===== config.mk =====
export PLATFORM = sky130hd
export DESIGN_NAME = io_mailbox
export DESIGN_NICKNAME = d
export VERILOG_FILES = /design/src/rtl/io_mailbox.sv
export SDC_FILE = /design/constraint.sdc
export NUM_CORES = 1
export LEC_CHECK = 0
export ABC_AREA = 1
export CORE_MARGIN = 8
export CORE_UTILIZATION = 54
export DETAILED_ROUTE_END_ITERATION = 7
export PLACE_DENSITY = 0.77
export SLEW_MARGIN = 20
export SYNTH_ARGS = -nofsm -noshare
export SYNTH_HDL_FRONTEND = slang
export SYNTH_SLANG_ARGS = --single-unit

===== constraint.sdc =====
create_clock -name clk -period 4.07 [get_ports clk]
set_input_delay 0.6105 -clock clk [delete_from_list [all_inputs] [get_ports clk]]
set_output_delay 0.6105 -clock clk [all_outputs]
set_load 0.005 [all_outputs]

===== src/rtl/io_mailbox.sv =====
// CPU-bus mailbox: RX FIFO (host->CPU, popped by loads) and TX FIFO (CPU stores -> host).
// Loads are combinational. RX pops and TX pushes occur at the load/store edge. Host backpressure uses the valid/ready handshakes.
`timescale 1ns/1ps
module io_mailbox #(
  parameter logic [31:0] BASE  = 32'h0000_0100,
  parameter int          DEPTH = 4
) (
  input  logic        clk,
  input  logic        rst,
  input  logic [31:0] addr,
  input  logic [31:0] wdata,
  input  logic        lw_en,
  input  logic        sw_en,
  output logic [31:0] rdata,
  output logic        hit,
  input  logic        in_valid,
  output logic        in_ready,
  input  logic        in_int,
  input  logic [29:0] in_frac,
  output logic        out_valid,
  input  logic        out_ready,
  output logic        out_int,
  output logic [29:0] out_frac
);

  localparam int AW = (DEPTH > 1) ? $clog2(DEPTH) : 1;
  localparam int CW = AW + 1;
  localparam logic [CW-1:0] FULL = CW'(DEPTH);

  logic [30:0]   rx_mem [DEPTH];
  logic [30:0]   tx_mem [DEPTH];
  logic [AW-1:0] rx_wp, rx_rp, tx_wp, tx_rp;
  logic [CW-1:0] rx_count, tx_count;
  logic          rx_uf, tx_of;

  logic [1:0]  off;
  logic        ld, st, rx_push, rx_pop, rx_uf_set;
  logic        tx_push_req, tx_push, tx_pop, tx_of_set, flush;
  logic        rx_ne, tx_full;
  logic [31:0] status;

  assign hit  = (addr[31:4] == BASE[31:4]);
  assign off  = addr[3:2];
  // A store wins over a simultaneous load, so the load is stripped of side effects.
  assign st   = sw_en && hit;
  assign ld   = lw_en && !sw_en && hit;

  assign rx_ne   = (rx_count != '0);
  assign tx_full = (tx_count == FULL);

  assign in_ready  = (rx_count != FULL);
  assign out_valid = (tx_count != '0);

  assign rx_push     = in_valid && in_ready;
  assign rx_pop      = ld && (off == 2'd1) && rx_ne;
  assign rx_uf_set   = ld && (off == 2'd1) && !rx_ne;
  assign tx_push_req = st && (off == 2'd2);
  assign tx_push     = tx_push_req && !tx_full;
  assign tx_of_set   = tx_push_req && tx_full;
  assign tx_pop      = out_valid && out_ready;
  assign flush       = st && (off == 2'd3) && wdata[0];

  assign status = {11'b0, 5'(tx_count), 3'b0, 5'(rx_count), 4'b0,
                   tx_of, rx_uf, tx_full, rx_ne};

  always_comb begin
    rdata = '0;
    if (hit) begin
      case (off)
        2'd0:    rdata = status;
        2'd1:    if (rx_ne) rdata = {1'b0, rx_mem[rx_rp]};
        default: rdata = '0;
      endcase
    end
  end

  // Head is gated so the host-facing sample reads 0 whenever the FIFO is empty.
  assign {out_int, out_frac} = out_valid ? tx_mem[tx_rp] : 31'd0;

  always_ff @(posedge clk) begin
    if (rx_push) rx_mem[rx_wp] <= {in_int, in_frac};
    if (tx_push) tx_mem[tx_wp] <= wdata[30:0];
  end

  always_ff @(posedge clk) begin
    if (rst || flush) begin
      rx_wp    <= '0;
      rx_rp    <= '0;
      tx_wp    <= '0;
      tx_rp    <= '0;
      rx_count <= '0;
      tx_count <= '0;
      rx_uf    <= 1'b0;
      tx_of    <= 1'b0;
    end else begin
      if (rx_push) rx_wp <= rx_wp + AW'(1);
      if (rx_pop)  rx_rp <= rx_rp + AW'(1);
      if (tx_push) tx_wp <= tx_wp + AW'(1);
      if (tx_pop)  tx_rp <= tx_rp + AW'(1);
      rx_count <= rx_count + CW'(rx_push) - CW'(rx_pop);
      tx_count <= tx_count + CW'(tx_push) - CW'(tx_pop);
      if (rx_uf_set) rx_uf <= 1'b1;
      if (tx_of_set) tx_of <= 1'b1;
    end
  end

  logic unused_bits;
  assign unused_bits = ^{addr[1:0], wdata[31]};

endmodule


==> impl_metrics.ini <==
[outcome]
outcome = completed

[run]
max-cap-violations = 0

[timing]
period_minus_slack_ns = 3.431
fmax_mhz = 291.4
fin_crit_sh = 0.8431
final-hold-violation-count = 0
fin_setup_tns_ns = 0
drv_slew = 0
slew_headroom = 0.3353
tightest_slew_ns = 0.9947
skew_ns = 0.01453
rsz0062_at_grt = no
fin_ws_ns = 0.6388
setup_violations = 0

[global_routing]
grt_pass1_vias = 7542
grt_usage = 0.1850
antenna_found_initial = 2
grt_max_degree = 63
grt_pass1_wl_um = 38350
grt-ovfl-total = 0

[routing]
route.met2.wl_um = 12210
drt_first_pass_iters = 5
drc = 0
vias = 7343
wl_per_cell_um = 17.14
drt-met1-wl_um = 9619
routed.top_layer = met5
drtIter0Drc = 467
drt-total-wl_um = 23910
via_per_inst = 5.264
met3_length_um = 1723
final_antenna_net_count = 0

[floorplanning]
die-area_um2 = 25280
die_w_um = 159.0
die_h_um = 159.0
io_pins = 167
fp-row-count = 52
core_um2 = 20170
initial_core_util = 0.5474

[setup_path]
reg2reg_to = rx_count[2]
r2r_start = rx_count[1]
ff2ff_setup_slack_ns = 1.60
critPathMaxFanout = 21
startpoint_type = input port
critical_path_class = input port to output pin
critPathCaptureType = output pin
worst_r2r_path_depth = 10
arrival_ns = 2.82
cp.required_ns = 3.46

[synth]
synth_top_cell_by_area = edfxtp_1
synthDistinctLibCells = 35
synth_ff_type = edfxtp_1
syn_nets = 1057
async_flop_share = 0
syn_area_per_cell_um2 = 11.72
yosys-top-cells-count = 248 x edfxtp_1, 205 x nor2_1, 123 x nand2_1
synth.most_common_cell = edfxtp_1
synth-seq-cells = 268
synth-edff-count = 248
yosys-top-cells-area = edfxtp_1 67%, nor2_1 7.0%, nand2_1 4.2%, dfxtp_1 3.6%, a21oi_1 3.6%
syn_inst = 942
yosysWarnings = 0
yosysSeqAreaShare = 0.7108
syn_area_um2 = 11040
synth_top_area_frac = 0.6745

[clock_tree]
path_clk_slew_ns = 0.06
ctsHoldBuffers = 0
postCtsSetupRepairBufs = 0
h-tree-depth = 1
clockRootBuffer = clkbuf_16
ctsResizeCount = 0
clock_latency_ns = 0.52
numCtsBuffers = 26
cts_num_sinks = 268
cts.path.max_buffers = 3
cts_tree = built

[worst_hold_path]
hold_end = tx_of
min_path_cells = 2
hp-class = flop to flop
min_from = tx_of

[cells_and_area]
layout.nets = 1219
utilization = 0.6869
areaGrowthSynthToFinish_pct = 25.49
multi_input_area_um2 = 2838
fillers = 1416
ff_latch_area_um2 = 7850
drive_above_1_share = 0.08630

[placement]
dpl.hpwl_um = 15020
gp_congestion = 0.7806
io_buffers = 162
pre_cts_ws_ns = 0.6545

[power]
p_leak_nw = 4.845
cellPowerDensity_nw_per_um2 = 450.6
ir_drop_uv = 417.0
-- critical path, cell delays in order --
cell,delay (ns)
clkdlybuf4s50_1,0.43
nor2_1,0.11
nand2_1,0.06
nor2_1,0.12
nand2_1,0.10
nor2_4,0.21
nand4_2,0.11
buf_4,0.27
nor3_2,0.23
clkdlybuf4s50_1,0.55
-- stage by stage --
step,cell area (µm²),hold slack [ns],std cells,total power [mW]
global route,13850,0.5118,1394,6.478
CTS,13850,0.4615,1394,6.294
finish,13850,0.4658,1395,6.243
floorplan,11040,0.4304,942,3.518
global placement,12990,0.4436,1346,3.895
detailed placement,12990,0.4492,1346,3.916
-- state kept, by name, indices dropped and copies added (netlist names), named ones only --
| signal | cells |
|---|---|
| rx_count | 3 |
| rx_uf | 1 |
| rx_wp | 2 |
| tx_of | 1 |
| tx_mem | 124 |
| tx_count | 3 |
| tx_wp | 2 |
| rx_mem | 124 |
| rx_rp | 2 |
| tx_rp | 2 |
-- where the power goes --
group          internal [mW]  leakage (nW)  total (mW)  switching, mW
Clock                   1.43         0.422        2.39          0.961
Sequential              3.12          2.41        3.15         0.0384
Combinational          0.323          2.01       0.695          0.372
-- routing by layer --
layer	up-vias	global-route usage
met1	3488	0.2202
met2	213	0.3326
met5	-	0
li1	3600	-
met3	38	0.04628
met4	4	0.04074
-- kinds of logic (layout without fill, tap and decap cells) --
group,count (synthesis),count (layout),share of synthesized area
other,1,2,0.0003397
XOR/XNOR,3,3,0.002380
buffers and inverters,101,283,0.03762
AND/OR/NAND/NOR,372,372,0.1444
adder cells (fa/ha/maj),14,14,0.01723
flip-flops,268,268,0.7108
AO/OA/AOI/OAI,183,183,0.08726
-- cell type report --
type / count / area share
diodes: 1 / 0.0001806
clock buffers: 33 / 0.05184
clock inverters: 15 / 0.01075
inverters: 56 / 0.01517
multi-input cells: 573 / 0.2048
flip-flops and latches: 268 / 0.5666
well taps: 270 / 0.02438
repair buffers: 179 / 0.1263
-- cells in the final DEF (no fill, tap or decap), types with 2 or more instances in the layout --
| cell type | netlist | layout |
|---|---|---|
| or2_2 | 2 | 2 |
| xnor2_1 | 3 | 3 |
| nor2_4 | 1 | 9 |
| nor3_2 | 20 | 20 |
| edfxtp_1 | 248 | 248 |
| nand3_1 | 9 | 9 |
| dfxtp_2 | 0 | 2 |
| nand4_2 | 2 | 2 |
| o22ai_1 | 9 | 9 |
| a22oi_1 | 9 | 9 |
| inv_1 | 54 | 54 |
| clkbuf_8 | 0 | 2 |
| clkinvlp_4 | 0 | 2 |
| bufinv_16 | 0 | 3 |
| nor2_1 | 205 | 197 |
| nand2_1 | 123 | 123 |
| nor3b_1 | 2 | 2 |
| nand2_2 | 2 | 2 |
| dfxtp_1 | 20 | 18 |
| clkinv_1 | 0 | 5 |
| fa_1 | 2 | 2 |
| clkbuf_16 | 0 | 27 |
| o21ai_0 | 76 | 76 |
| inv_2 | 2 | 2 |
| ha_1 | 12 | 12 |
| a21oi_1 | 79 | 79 |
| o21ai_1 | 7 | 7 |
| clkinv_2 | 0 | 5 |
| clkdlybuf4s50_1 | 0 | 162 |
| buf_4 | 1 | 17 |
| nor3_1 | 2 | 2 |
| clkbuf_1 | 31 | 4 |
-- worst max-delay path by stage --
stage,start,end,cells past startpoint
final,addr[7],rdata[26],10
after global routing,flop,out_frac[0],6
after CTS,addr[13],rdata[26],10
after detailed placement,addr[13],rdata[26],10
after global placement,addr[7],rdata[30],10
after floorplan,addr[27],tx_mem[0][0],7
(Power assumes the default switching activity.)
